===== src/rtl/fpu_addsub_pipe.sv =====
// fpu_addsub_pipe: pipelined floating-point adder/subtractor, RNE rounding, valid/ready handshake.
// Ports: clk, rst (async, active-high); in_valid/in_ready with operands a, b and sub (1: a-b);
//        out_valid/out_ready with result and the overflow, underflow, invalid flags.
// Operands are captured on acceptance, then align, add and normalise/round/pack stages follow,
// so a result appears three edges after the accepting edge. One shared enable stalls everything.
module fpu_addsub_pipe #(
    parameter int EXP_W = 8,
    parameter int MAN_W = 23,
    localparam int W = 1 + EXP_W + MAN_W
) (
    input  logic         clk,
    input  logic         rst,
    input  logic         in_valid,
    output logic         in_ready,
    input  logic [W-1:0] a,
    input  logic [W-1:0] b,
    input  logic         sub,
    output logic         out_valid,
    input  logic         out_ready,
    output logic [W-1:0] result,
    output logic         overflow,
    output logic         underflow,
    output logic         invalid
);
    localparam int FW = MAN_W + 3;
    localparam int MW = MAN_W + 4;
    localparam int LW = $clog2(MW + 1);
    localparam int EMAX = (1 << EXP_W) - 1;
    localparam logic [W-1:0] QNAN = {1'b0, {EXP_W{1'b1}}, 1'b1, {(MAN_W-1){1'b0}}};

    logic adv;
    assign adv = !out_valid || out_ready;
    assign in_ready = adv;

    logic v0, v1, v2;
    logic [W-1:0] a0, b0;

    logic sa, sb, za, zb, ia, ib, na, nb, swap, sl, ss, spc1, inv1;
    logic [EXP_W-1:0] ea, eb, el, diff;
    logic [MAN_W-1:0] fa, fb;
    logic [MAN_W:0] ma, mb, ml, msm;
    logic [2*FW-1:0] wide;
    logic [MW-1:0] al;
    logic [W-1:0] word1;
    int sh;

    // Larger magnitude goes first; the smaller is shifted right with a sticky bit
    // collecting everything that falls off the guard/round positions.
    always_comb begin
        sa = a0[W-1];
        sb = b0[W-1];
        ea = a0[W-2:MAN_W];
        eb = b0[W-2:MAN_W];
        fa = a0[MAN_W-1:0];
        fb = b0[MAN_W-1:0];
        za = ea == '0;
        zb = eb == '0;
        ia = &ea && fa == '0;
        ib = &eb && fb == '0;
        na = &ea && fa != '0;
        nb = &eb && fb != '0;
        ma = za ? '0 : {1'b1, fa};
        mb = zb ? '0 : {1'b1, fb};
        swap = {eb, mb[MAN_W-1:0]} > {ea, ma[MAN_W-1:0]};
        sl = swap ? sb : sa;
        ss = swap ? sa : sb;
        el = swap ? eb : ea;
        ml = swap ? mb : ma;
        msm = swap ? ma : mb;
        diff = el - (swap ? ea : eb);
        sh = int'(diff) > FW ? FW : int'(diff);
        wide = {msm, 2'b00, {FW{1'b0}}} >> sh;
        al = {wide[2*FW-1:FW], |wide[FW-1:0]};
        inv1 = ia && ib && (sa != sb);
        spc1 = na || nb || ia || ib;
        word1 = (na || nb || inv1) ? QNAN : {ia ? sa : sb, {EXP_W{1'b1}}, {MAN_W{1'b0}}};
    end

    logic s1_sl, s1_ss, s1_spc, s1_inv;
    logic [EXP_W-1:0] s1_e;
    logic [MW-1:0] s1_ml, s1_ms;
    logic [W-1:0] s1_word;

    logic s2_sign, s2_zsign, s2_spc, s2_inv;
    logic [EXP_W-1:0] s2_e;
    logic [MW:0] s2_sum;
    logic [W-1:0] s2_word;

    logic cy, rnd;
    logic [LW-1:0] lz;
    logic [MW-1:0] nm;
    logic [MAN_W+1:0] mr;
    logic [MAN_W-1:0] fr;
    logic [W-1:0] r3;
    logic [2:0] f3;
    int en, ef;

    // Flags are {overflow, underflow, invalid}; special operands bypass the datapath.
    always_comb begin
        lz = '0;
        for (int i = 0; i < MW; i++)
            if (s2_sum[i]) lz = LW'(MW - 1 - i);
        cy = s2_sum[MW];
        nm = cy ? {s2_sum[MW:2], |s2_sum[1:0]} : s2_sum[MW-1:0] << lz;
        en = int'(s2_e) + int'(cy) - int'(lz);
        rnd = nm[2] & (nm[1] | nm[0] | nm[3]);
        mr = {1'b0, nm[MW-1:3]} + (MAN_W+2)'(rnd);
        ef = en + int'(mr[MAN_W+1]);
        fr = mr[MAN_W+1] ? mr[MAN_W:1] : mr[MAN_W-1:0];
        r3 = {s2_sign, EXP_W'(ef), fr};
        f3 = 3'b000;
        if (s2_spc) begin
            r3 = s2_word;
            f3 = {2'b00, s2_inv};
        end else if (s2_sum == '0) begin
            r3 = {s2_zsign, {(W-1){1'b0}}};
        end else if (en <= 0) begin
            r3 = {s2_sign, {(W-1){1'b0}}};
            f3 = 3'b010;
        end else if (ef >= EMAX) begin
            r3 = {s2_sign, {EXP_W{1'b1}}, {MAN_W{1'b0}}};
            f3 = 3'b100;
        end
    end

    always_ff @(posedge clk or posedge rst) begin
        if (rst) begin
            v0 <= 1'b0;
            v1 <= 1'b0;
            v2 <= 1'b0;
            out_valid <= 1'b0;
            a0 <= '0;
            b0 <= '0;
            s1_sl <= 1'b0;
            s1_ss <= 1'b0;
            s1_spc <= 1'b0;
            s1_inv <= 1'b0;
            s1_e <= '0;
            s1_ml <= '0;
            s1_ms <= '0;
            s1_word <= '0;
            s2_sign <= 1'b0;
            s2_zsign <= 1'b0;
            s2_spc <= 1'b0;
            s2_inv <= 1'b0;
            s2_e <= '0;
            s2_sum <= '0;
            s2_word <= '0;
            result <= '0;
            {overflow, underflow, invalid} <= 3'b000;
        end else if (adv) begin
            v0 <= in_valid;
            a0 <= a;
            b0 <= {b[W-1] ^ sub, b[W-2:0]};
            v1 <= v0;
            s1_sl <= sl;
            s1_ss <= ss;
            s1_spc <= spc1;
            s1_inv <= inv1;
            s1_e <= el;
            s1_ml <= {ml, 3'b000};
            s1_ms <= al;
            s1_word <= word1;
            v2 <= v1;
            s2_sign <= s1_sl;
            s2_zsign <= s1_sl & s1_ss;
            s2_spc <= s1_spc;
            s2_inv <= s1_inv;
            s2_e <= s1_e;
            s2_sum <= (s1_sl ^ s1_ss) ? {1'b0, s1_ml} - {1'b0, s1_ms} : {1'b0, s1_ml} + {1'b0, s1_ms};
            s2_word <= s1_word;
            out_valid <= v2;
            result <= r3;
            {overflow, underflow, invalid} <= f3;
        end
    end
endmodule


===== config.mk =====
export PLATFORM = sky130hd
export DESIGN_NAME = fpu_addsub_pipe
export DESIGN_NICKNAME = d
export VERILOG_FILES = /design/src/rtl/fpu_addsub_pipe.sv
export SDC_FILE = /design/constraint.sdc
export NUM_CORES = 1
export LEC_CHECK = 0
export ABC_AREA = 1
export BUFFER_PORTS_ARGS = -buffer_cell sky130_fd_sc_hd__buf_4
export CAP_MARGIN = 20
export CORE_ASPECT_RATIO = 1.4
export CORE_UTILIZATION = 30
export CTS_BUF_LIST = sky130_fd_sc_hd__clkbuf_8 sky130_fd_sc_hd__clkbuf_16
export DETAILED_ROUTE_END_ITERATION = 6
export GPL_TIMING_DRIVEN = 0
export HOLD_SLACK_MARGIN = 0.08
export PLACE_DENSITY = 0.56
export SLEW_MARGIN = 5
export SYNTH_ARGS = -nofsm -noshare
export SYNTH_HDL_FRONTEND = slang
export SYNTH_SLANG_ARGS = --single-unit

===== constraint.sdc =====
create_clock -name clk -period 10.2 [get_ports clk]
set_input_delay 2.04 -clock clk [delete_from_list [all_inputs] [get_ports clk]]
set_output_delay 2.04 -clock clk [all_outputs]
set_load 0.05 [all_outputs]

==> metrics.txt <==
Core Box Area=0.05564 mm^2; largest stage delay on the critical path=0.48 ns; synthesized cell area=0.01697 mm^2; first-pass GRT wire length=102100 um; status=finished, final reports clean; RSZ-0062 raised after global routing=no; Setup Viol. Count Final=0; met1 wire length=24540 um; fraction of layout cells with a size suffix above 1=8.802%; Longest Clk Path Bufs=3; I/O pin count=106; sequential share of the synthesized area=31.25%; Final Max Slew Viols=0; worst-skew pair later-pin latency=0.57 ns; Max-cap violations=0; Nets=2857; Port Buf Inserts=105; final critical-path share of the clock period=83.10%; highest routed layer=met4; Rows=102; fmax=118.0 MHz; Final Hold Viols=0; r2r endpoint=result[4]; met3 routed WL=2486 um; #FFs+latches synth=212; via count=17760; syn_nets=2724; Clk pin slew, worst setup/hold paths=0.06 ns; die height=283.4 um; CP bufs+invs=6; WS Path Type=flop to flop; 1st-iter DRT viols=1318; H-Tree Level Count=1; Avg Vias per Cell=5.176; reg2reg path depth=45; Antenna diodes=0; Num CTS Buffers=25; Die Wd=203.0 um; Die Area=0.05755 mm^2; Distinct cells, synth=56; total negative setup slack=0 ns; hold path cells=2; final WL=66880 um; Clock Sinks=212; Hold Crit Start=s1_word[30]; reg-to-reg slack, setup=1.72 ns; met2 WL=35670 um; Critical Path RT=10.70 ns; post-cts resize count=0; grt total ovfl=0; number of synthesis warnings=0; class of the worst hold path=flop to flop; Mapped Cells=2553; Root Driver=clkbuf_16; crit-path max FO=10; drt pass-1 iters=6; Worst setup SP type=flop; Worst Max-Slew Pin Slew=1.081 ns; CTS tree=built; Final Critical Period=8.476 ns; initial antenna violation count=0; pin count of the biggest net entering global routing=110; hpwl dp=54870 um; All-Layer GR Usage=23.00%; Hold-fix buffers, CTS=0; endpoint class of the critical path=flop; slowest cell on the critical path=dfrtp_1; Avg WL per Cell=19.49 um; Hold EP=s1_word[30]; Rel. slew slack=27.90%; RR Startpoint=s2_sum[2]; routability cong.=0.9808; CP top delay family=simple AND/OR/NAND/NOR gates; vias in the first global route=17680; Post-CTS Setup Bufs=0; Antenna Nets Post-Route=0; Initial Util=30.50%; clock skew=0.01650 ns; most frequent CP cell=nand3_1; Area Growth Syn to Fin=15.07%; critical path arrival=8.97 ns; drt drc=0; Mean Syn Cell Area=6.649 um^2
[flip-flops by register name, summed over array words and instances, names as in the netlist, 3 cells and up]
name     cells
b0          32
s1_word      3
s1_ms       27
s1_ml       24
s2_sum      28
a0          32
s1_e         8
s2_word      3
result      32
s2_e         8
[placed cells by master, fill, tap and decap left out, types with 25 or more instances in the layout]
master	synthesis	routed
nand2_1	801	801
dfrtp_1	212	212
buf_4	5	110
inv_1	267	270
nor2_1	111	111
a21oi_1	88	88
clkbuf_1	77	77
o21ai_0	237	237
nand4_1	66	66
nand3_1	312	312
ha_1	100	100
clkbuf_16	0	25
xor2_1	39	39
[Yosys cell counts, drive strengths merged]
library cell	instances	area [um^2]
nand2	814	3108
nand3	320	1657
inv	277	1040
o21ai	254	1282
dfrtp	212	5305
nor2	123	545.5
ha	100	1251
a21oi	90	457.9
clkbuf	77	289.0
nand4	66	412.9
xor2	41	374.1
buf	37	224.0
nor3	22	126.4
o22ai	22	137.6
nor4	13	81.33
xnor2	12	105.1
o31ai	11	82.58
o211ai	10	75.07
o221ai	10	87.58
o21bai	6	45.04
or2	6	37.54
and2	4	25.02
a21boi	3	22.52
a22oi	3	22.52
a211oi	2	15.01
a31oi	2	12.51
fa	2	40.04
mux2i	2	20.02
o21a	2	15.01
o311ai	2	17.52
a21o	1	7.510
a221oi	1	8.760
a311oi	1	8.760
a41oi	1	8.760
and3	1	6.260
clkinv	1	3.750
nand3b	1	7.510
nor3b	1	7.510
[per-stage QoR]
stage          hold WS [ns]  instance area [um^2]  worst slack (ns)  cells  utilization (%)
2_1_floorplan        0.4198                 16970             2.366   2553                -
3_3_place_gp         0.4366                 18670           0.03206   3386            33.56
3_5_place_dp         0.4342                 18710             1.740   3387            33.62
4_1_cts              0.4493                 19530             1.696   3432            35.10
5_1_grt              0.4729                 19530             1.049   3432            35.10
6_report             0.4457                 19530             1.724   3432            35.10
[worst reg2reg max path: cells and delay by family, from the launching register on]
family | cells | cell delay, ns
simple gates | 31 | 4.77
buf+inv | 6 | 1.36
compound gates | 5 | 1.15
fa+ha+maj | 3 | 0.63
flops | 1 | 0.48
[routing by layer]
metal  up-vias  GRT usage (%)
met2       528          44.22
li1       8712              -
met5         -              0
met4         0          13.44
met3       175          2.170
met1      8348          23.82
[cell type report]
class                      count  area, um^2
inverter                     278        1051
timing repair buffer         106       815.8
tap                          728       910.9
multi-input combinational   1949       10110
clock buffer                  31       708.2
clock inverter                14       115.1
fill                        6191       36110
sequential                   212        5305
buffer                       114       513.0
[kinds of logic (layout without fill, tap and decap cells)]
group / after synthesis / after routing / synth area share [%]
multiplexers: 2 / 2 / 0.1179
XOR/XNOR: 53 / 53 / 2.823
AND/OR/NAND/NOR: 1371 / 1371 / 35.43
AO/OA/AOI/OAI: 421 / 421 / 13.59
buffers and inverters: 392 / 543 / 9.170
adder cells (fa/ha/maj): 102 / 102 / 7.607
flip-flops: 212 / 212 / 31.25
[worst max path at each step]
stage | from | end | slack [ns] | cells after the start
floorplan | rst | a0[0] | 2.37 | 1
global placement | rst | s1_ms[0] | 0.03 | 2
detailed placement | s2_sum[2] | result[4] | 1.74 | 45
CTS | s2_sum[2] | result[4] | 1.70 | 45
global route | s2_sum[0] | result[4] | 1.05 | 46
finish | s2_sum[2] | result[4] | 1.72 | 45
Power is left out: the tool's default activity adds up to more than one toggle a clock period on the data nets, which glitch-free logic cannot reach.
